`src/rtl/uart_tx_arbiter.sv`:
```
// ----------------------------------------------------------------------------
// uart_tx_arbiter
//
// Round-robin arbiter sharing one uart_tx between NUM_REQ requesters in the
// core clock domain. A granted requester's character is latched onto tx_data,
// tx_wr is held high for WR_PULSE core cycles so the slower, divided uart_tx
// clock is sure to see it, and acceptance is confirmed by tx_buffempty
// falling. The winner gets a one-cycle ack; a transfer that is never accepted
// within ACK_TIMEOUT cycles raises a sticky timeout flag instead.
//
// Ports:
//   i_clk            core clock
//   i_rst            synchronous active-high reset
//   i_en             1 = new grants allowed; 0 = finish current transfer, hold
//   i_req            level request per requester
//   i_req_data       requester i character at [i*DATA_W +: DATA_W]
//   o_ack            one-cycle pulse, requester's character accepted
//   o_tx_data        character to uart_tx
//   o_tx_wr          write strobe to uart_tx
//   i_tx_buffempty   uart_tx buffer-empty status
//   o_busy           1 while a transfer is in progress
//   o_cur_src        requester being served or last served
//   o_timeout_err    sticky acceptance-timeout flag
//   o_err_src        requester of the most recent timeout
//   i_err_clr        clears o_timeout_err (a same-cycle timeout wins)
// ----------------------------------------------------------------------------
module uart_tx_arbiter #(
    parameter int unsigned NUM_REQ     = 4,
    parameter int unsigned DATA_W      = 9,
    parameter int unsigned WR_PULSE    = 4,
    parameter int unsigned ACK_TIMEOUT = 64,
    parameter int unsigned SRC_W       = $clog2(NUM_REQ)
) (
    input  logic                      i_clk,
    input  logic                      i_rst,
    input  logic                      i_en,
    input  logic [NUM_REQ-1:0]        i_req,
    input  logic [NUM_REQ*DATA_W-1:0] i_req_data,
    output logic [NUM_REQ-1:0]        o_ack,
    output logic [DATA_W-1:0]         o_tx_data,
    output logic                      o_tx_wr,
    input  logic                      i_tx_buffempty,
    output logic                      o_busy,
    output logic [SRC_W-1:0]          o_cur_src,
    output logic                      o_timeout_err,
    output logic [SRC_W-1:0]          o_err_src,
    input  logic                      i_err_clr
);

    // One counter serves both the write pulse and the acceptance timeout.
    localparam int unsigned CNT_MAX = (WR_PULSE > ACK_TIMEOUT) ? WR_PULSE : ACK_TIMEOUT;
    localparam int unsigned CNT_W   = $clog2(CNT_MAX + 1);

    typedef enum logic [1:0] {
        S_IDLE        = 2'd0,
        S_WRITE       = 2'd1,
        S_WAIT_ACCEPT = 2'd2
    } state_t;

    state_t              r_state;
    logic [SRC_W-1:0]    r_ptr;
    logic [CNT_W-1:0]    r_cnt;
    logic [NUM_REQ-1:0]  r_ack;
    logic [DATA_W-1:0]   r_tx_data;
    logic                r_tx_wr;
    logic                r_busy;
    logic [SRC_W-1:0]    r_cur_src;
    logic                r_timeout_err;
    logic [SRC_W-1:0]    r_err_src;

    logic [DATA_W-1:0]   w_req_data [NUM_REQ];
    logic [SRC_W-1:0]    w_sel;
    logic                w_any;
    int unsigned         w_idx;
    logic [SRC_W-1:0]    w_ptr_next;

    // Split the flat data bus into one character per requester.
    for (genvar g = 0; g < NUM_REQ; g++) begin : g_unpack
        assign w_req_data[g] = i_req_data[g*DATA_W +: DATA_W];
    end

    // Round-robin pick: first set request starting at r_ptr, wrapping.
    always_comb begin
        w_sel = r_ptr;
        w_any = 1'b0;
        w_idx = 0;
        for (int unsigned i = 0; i < NUM_REQ; i++) begin
            w_idx = 32'(r_ptr) + i;
            if (w_idx >= NUM_REQ) begin
                w_idx = w_idx - NUM_REQ;
            end
            if (!w_any && i_req[w_idx]) begin
                w_any = 1'b1;
                w_sel = SRC_W'(w_idx);
            end
        end
    end

    // Pointer moves just past the requester that finished (ack or timeout).
    assign w_ptr_next = (r_cur_src == SRC_W'(NUM_REQ - 1)) ? '0 : r_cur_src + SRC_W'(1);

    // Arbitration / transfer state machine with registered outputs.
    always_ff @(posedge i_clk) begin
        if (i_rst) begin
            r_state       <= S_IDLE;
            r_ptr         <= '0;
            r_cnt         <= '0;
            r_ack         <= '0;
            r_tx_data     <= '0;
            r_tx_wr       <= 1'b0;
            r_busy        <= 1'b0;
            r_cur_src     <= '0;
            r_timeout_err <= 1'b0;
            r_err_src     <= '0;
        end else begin
            r_ack <= '0;
            // A timeout raised below in the same cycle overrides this clear.
            if (i_err_clr) begin
                r_timeout_err <= 1'b0;
            end

            case (r_state)
                S_IDLE: begin
                    // uart_tx must be ready before a new character is offered.
                    if (i_en && i_tx_buffempty && w_any) begin
                        r_cur_src <= w_sel;
                        r_tx_data <= w_req_data[w_sel];
                        r_tx_wr   <= 1'b1;
                        r_cnt     <= '0;
                        r_busy    <= 1'b1;
                        r_state   <= S_WRITE;
                    end
                end

                S_WRITE: begin
                    // tx_wr was raised on the grant edge; drop it after WR_PULSE cycles.
                    if (r_cnt == CNT_W'(WR_PULSE - 1)) begin
                        r_tx_wr <= 1'b0;
                        r_cnt   <= '0;
                        r_state <= S_WAIT_ACCEPT;
                    end else begin
                        r_cnt <= r_cnt + CNT_W'(1);
                    end
                end

                S_WAIT_ACCEPT: begin
                    if (!i_tx_buffempty) begin
                        r_ack   <= NUM_REQ'(1) << r_cur_src;
                        r_ptr   <= w_ptr_next;
                        r_busy  <= 1'b0;
                        r_state <= S_IDLE;
                    end else if (r_cnt == CNT_W'(ACK_TIMEOUT)) begin
                        r_timeout_err <= 1'b1;
                        r_err_src     <= r_cur_src;
                        r_ptr         <= w_ptr_next;
                        r_busy        <= 1'b0;
                        r_state       <= S_IDLE;
                    end else begin
                        r_cnt <= r_cnt + CNT_W'(1);
                    end
                end

                default: begin
                    r_tx_wr <= 1'b0;
                    r_busy  <= 1'b0;
                    r_state <= S_IDLE;
                end
            endcase
        end
    end

    assign o_ack         = r_ack;
    assign o_tx_data     = r_tx_data;
    assign o_tx_wr       = r_tx_wr;
    assign o_busy        = r_busy;
    assign o_cur_src     = r_cur_src;
    assign o_timeout_err = r_timeout_err;
    assign o_err_src     = r_err_src;

endmodule

```
`config.mk`:
```
export PLATFORM = sky130hd
export DESIGN_NAME = uart_tx_arbiter
export DESIGN_NICKNAME = d
export VERILOG_FILES = /design/src/rtl/uart_tx_arbiter.sv
export SDC_FILE = /design/constraint.sdc
export NUM_CORES = 1
export LEC_CHECK = 0
export CELL_PAD_IN_SITES_DETAIL_PLACEMENT = 1
export CELL_PAD_IN_SITES_GLOBAL_PLACEMENT = 1
export CORE_MARGIN = 4
export CORE_UTILIZATION = 33
export CTS_BUF_LIST = sky130_fd_sc_hd__clkbuf_4 sky130_fd_sc_hd__clkbuf_8 sky130_fd_sc_hd__clkbuf_16
export CTS_CLUSTER_SIZE = 20
export DETAILED_ROUTE_END_ITERATION = 8
export GPL_TIMING_DRIVEN = 0
export MAX_ROUTING_LAYER = met4
export PLACE_DENSITY = 0.8
export SLEW_MARGIN = 15
export SYNTH_ARGS = -nofsm -noshare
export SYNTH_HDL_FRONTEND = slang
export SYNTH_SLANG_ARGS = --single-unit
```
`constraint.sdc`:
```
create_clock -name i_clk -period 2.6 [get_ports i_clk]
set_clock_uncertainty 0.2 [all_clocks]
set_input_delay 0.52 -clock i_clk [delete_from_list [all_inputs] [get_ports i_clk]]
set_output_delay 0.52 -clock i_clk [all_outputs]
set_load 0.03 [all_outputs]
```
# Word-level counts from Yosys, hierarchy flattened
# Index checks and enable logic that the tools add are counted.
# W data, S select, Z words.
# word_totals
out_inout_bits	20
input_bits	45
regBits	31
# classes
n_bitwise	3
reduce_logical	18
n_addsub	9
n_lt_le_gt_ge	9
eq_ne	11
shift	1
n_mux	46
# op_table
operator	count
$lt A32 B3 Y1 const B	4
$mux W32	4
$mux W7	4
$mux W2	11
$pmux W7 S3	1
$bmux W9 S2	1
$mux W9	2
$mux W1	16
$ge A3 B3 Y1 const B	4
$reduce_and A3 Y1	4
$sub A3 B3 Y4 const B	3
$bmux W1 S2	4
$ne A2 B2 Y1 const B	4
$add A7 B1 Y7 const B	1
$eq A7 B2 Y1 const B	1
$eq A7 B7 Y1 const B	1
$add A2 B2 Y3 const B	2
$pmux W1 S3	2
$pmux W2 S3	1
$logic_and A1 B1 Y1	5
$eq A2 B2 Y1 const B	2
$reduce_and A2 Y1	2
$reduce_and A4 Y1	1
$shl A1 B2 Y4 const A	1
other kinds (13)	16

# Logic depth before layout (Yosys ltp)
# logic_depth
depth_word	18
mapped_depth	9

# Worst setup path after synthesis
# Ideal clock, no wire load.
# synth_timing
path_type	input -> register
from	input i_req[0]
to	register r_tx_data[3] (netlist: o_tx_data[3])
arrival_time_ns	2.059
path_stages	6
t_required_ns	2.278
slack_ns	0.219
cell_sequence	nor2b_1 -> or4_1 -> buf_4 -> nand2_4 -> mux2_2 -> a221o_1
# synth_between
elab_chain_len	16
# synth_rtl
element	line_no	rtl
from (decl)	37	input logic [NUM_REQ-1:0] i_req,
$bmux W1 S2	92	if (!w_any && i_req[w_idx]) begin
$mux W1 (implied by the code)	92	
$mux W1	92	
$logic_not A1 Y1	92	
$logic_and A1 B1 Y1	92	
$mux W1	92	
$logic_not A1 Y1	92	
$logic_and A1 B1 Y1	92	
$mux W1	92	
$logic_not A1 Y1	92	
$logic_and A1 B1 Y1	92	
$mux W2	92	
$not A2 Y3 (implied by the code)	127	r_tx_data <= w_req_data[w_sel];
$bmux W9 S2	127	
$mux W9 (implied by the code) (2 in series)	127	
to (signal assigned)	127	
to (decl)	64	logic [DATA_W-1:0] r_tx_data;
# Parallel ways exist; a longest one is shown, timed or not. The select of a mux whose other input is x is not followed.
# A chain may end at the register's enable or synchronous reset.

# Worst setup path in the final report
# layout_timing
from	input i_req[0]
to	register r_tx_data[0] (netlist: o_tx_data[0])
# Same word-level chain as after synthesis.

==> impl_metrics.csv <==
group,metric,value,unit
run_status,status,"complete, no violations",
placement,gp_congestion,0.791,
setup_path,required,2.57,ns
min_path,whs_path_depth,2,
clocking,clk-insertion-delay-late,0.28,ns
min_path,hold_start,"o_timeout_err",
setup_path,start_kind,"input pin",
pwr,max-vdd-ir-drop,197,µV
global_route,grt_pass1_vias,1953,
setup_path,cp_slowest_cell,"or4_1",
setup_path,r2r-end,"o_tx_data[7]",
timing,worst_pin_slew,0.855,ns
clocking,cts.repair.resized,5,
global_route,grt.overflow.total,0,
setup_path,reg2reg_from,"r_state[0]",
floorplanning,initial_utilization,0.349,
timing,relSlewSlack,0.430,
pwr,internal-power,0.958,mW
finish,syn_to_final_growth,47.0,%
timing,fin_crit,2.52,ns
detailed_routing,drc,0,
yosys,synthArstFlopShare,0,
finish,layout-drive-gt1-share,0.127,
clocking,clock-sinks,31,
yosys,synthFlopType,"dfxtp_1",
global_route,grt_max_degree,11,
timing,period_share,0.971,
pwr,pwr-share-seq,0.384,
placement,dpl.hpwl,4630,µm
detailed_routing,wl_per_cell,16.9,µm
clocking,htreeDepth,2,
detailed_routing,first_pass_iters,4,
detailed_routing,detail-route-antenna-nets,0,
clocking,cts_tree,"built",
clocking,post-cts-setup-buffers,0,
detailed_routing,wl_met3,294,µm
global_route,grt_pass1_wl,9570,µm
setup_path,r2r_setup_slack,0.19,ns
clocking,cts_buffers,5,
setup_path,worstPathMaxFanout,10,
pwr,pwr-share-clk,0.372,
placement,dp.cells,345,
detailed_routing,drtIter0Drc,88,
floorplanning,coreArea,0.00527,mm²
timing,setup_viol,0,
setup_path,path_cells,"dlygate4sd2_1, nor2b_1, or4_1, buf_6, nand2_8, mux2_1, a221o_1",
yosys,ys_warn_count,0,
clocking,cts_buffer_depth,2,
placement,port_buffers,64,
finish,fin_cells,353,
pwr,power.density,490,mW/mm²
yosys,syn_area,0.00184,mm²
min_path,hp-class,"reg2reg",
floorplanning,die-area,0.00684,mm²
timing,finalSetupTns,0,ns
placement,dpl_cell_area,0.00257,mm²
clocking,root_buffer,"clkbuf_8",
setup_path,worstSetupEndpointType,"register",
yosys,synth_area_leaders,"dfxtp_1, a221o_1, nand3_1, o211ai_1, a21oi_2",
min_path,min_to,"o_timeout_err",
setup_path,critPathArrivalTime,2.49,ns
yosys,yosysMostFrequentCell,"dfxtp_1",
global_route,grt_usage,0.189,
floorplanning,die_h,82.7,µm
timing,hold_viol,0,
yosys,synth_cells,211,
run,maxCapViolations,0,
timing,rsz0062_at_grt,"false",
yosys,ys_types,49,
detailed_routing,top_layer,"met4",
yosys,ys_ff_latch,31,
yosys,yosys.area.top_type_share,0.337,
floorplanning,ioPinCount,65,
detailed_routing,num_vias,1912,
detailed_routing,drt-met1-wl,2660,µm
pwr,p_sw_frac,0.278,
finish,fill_cells,646,
setup_path,cp_slowest_stage_delay,0.54,ns
setup_path,ff2ff_path_depth,9,
timing,drv_slew,0,
clocking,hold_buffers,0,
detailed_routing,routed_via_density,5.42,
yosys,syn_avg_cell_area,8.73,µm²
setup_path,worstSetupPathType,"in2reg",
yosys,syn_nets,262,
global_route,antenna_found_initial,0,
finish,n_antenna_cell,0,
detailed_routing,wirelength,5980,µm
pwr,p_leak,1.01,nW
yosys,synth_top_cell_by_area,"dfxtp_1",
timing,clock.fmax,396,MHz
yosys,synth-edff-count,0,
yosys,synthTopCellsByCount,"dfxtp_1, nand3_1, nand2_1, nor2_1",
floorplanning,die_x,82.7,µm
floorplanning,fp-row-count,26,
finish,fin_nets,333,
detailed_routing,met2_wirelength,2960,µm
finish,finalInstanceArea,0.00271,mm²
pwr,p_switching,0.369,mW
clocking,path_clk_slew,0.06,ns
yosys,seq_area_frac_synth,0.337,
pwr,pwr-share-comb,0.244,
[logic make-up (layout without fill, tap and decap cells)]
group / after synthesis / in the layout / share of synthesized area
adders and majority gates: 6 / 6 / 0.0408
DFF: 31 / 31 / 0.337
muxes: 13 / 13 / 0.0768
buffers and inverters: 21 / 93 / 0.0543
AOI/OAI and AO/OA: 66 / 66 / 0.277
and+or+nand+nor: 74 / 74 / 0.215
[through the flow]
step | util | power (mW) | setup slack, ns | hold WS, ns
final | 0.514 | 1.33 | 0.0761 | 0.297
after global routing | 0.514 | 1.38 | 0.00688 | 0.321
after CTS | 0.511 | 1.33 | 0.0334 | 0.298
after detailed placement | 0.488 | 0.839 | -0.519 | 0.277
after global placement | 0.488 | 0.829 | -0.481 | 0.268
after floorplan | - | 0.690 | 0.219 | 0.271
[worst max-delay path by stage]
stage	slack, ns	endpoint	cells past startpoint	startpoint
after floorplan	0.22	o_tx_data[3]	6	i_req[0]
after global placement	-0.48	o_tx_data[0]	7	i_req[3]
after detailed placement	-0.52	o_tx_data[7]	7	i_req[3]
after CTS	0.03	r_cnt[2]	7	i_tx_buffempty
after global routing	0.007	o_tx_data[0]	7	i_req[0]
final	0.08	o_tx_data[0]	7	i_req[0]
[critical path, delay by kind of cell]
family	cells	cell delay [ns]
AND/OR/NAND/NOR	3	0.82
buffers and inverters	2	0.47
multiplexers	1	0.34
AO/OA/AOI/OAI	1	0.33
[registers in the layout, summed over array words and instances, names as in the netlist, 2 cells and up]
name       cells
o_err_src      2
o_tx_data      9
r_ptr          2
r_state        2
o_ack          4
o_cur_src      2
r_cnt          7
[layout make-up]
cell class / count / area [µm²] / area share
flip-flops and latches: 31 / 621 / 0.229
clock inverters: 2 / 35.0 / 0.0129
multi-input cells: 159 / 1140 / 0.421
repair buffers: 64 / 639 / 0.236
clock buffers: 6 / 82.6 / 0.0305
well taps: 70 / 87.6 / 0.0323
plain buffers: 9 / 58.8 / 0.0217
inverters: 12 / 45.0 / 0.0166
[cell usage in the layout, fill, tap and decap left out, types with 2 or more instances in the layout]
cell type / n
dfxtp_1: 31
a21oi_2: 9
nor2_1: 13
nand3_1: 17
o211ai_1: 11
mux2_1: 5
buf_6: 2
a21oi_1: 11
mux2_2: 4
a211oi_1: 2
nand2_1: 14
mux2i_1: 4
nor2b_1: 3
clkbuf_1: 3
and2_1: 2
clkbuf_8: 6
o21ai_0: 5
ha_1: 6
nor3_1: 4
and3_1: 5
o21ai_2: 2
a32o_1: 3
inv_1: 11
clkdlybuf4s50_1: 59
nor3b_1: 4
dlygate4sd2_1: 3
buf_2: 2
buf_4: 2
or4_1: 2
o21a_1: 2
a221o_1: 9
o22a_1: 2
[power by group through the flow]
stage	clock (mW)	sequential, mW	combinational [mW]
5_1_grt	0.521	0.512	0.352
3_3_place_gp	0	0.518	0.310
6_report	0.494	0.509	0.324
4_1_cts	0.500	0.509	0.323
2_1_floorplan	0	0.548	0.141
3_5_place_dp	0	0.519	0.319
[layer usage]
layer / vias to the layer above / track usage
met5: - / -
met4: 0 / 0.0507
met3: 7 / 0.0380
met2: 53 / 0.306
met1: 915 / 0.241
li1: 937 / -
(Power assumes the default switching activity.)
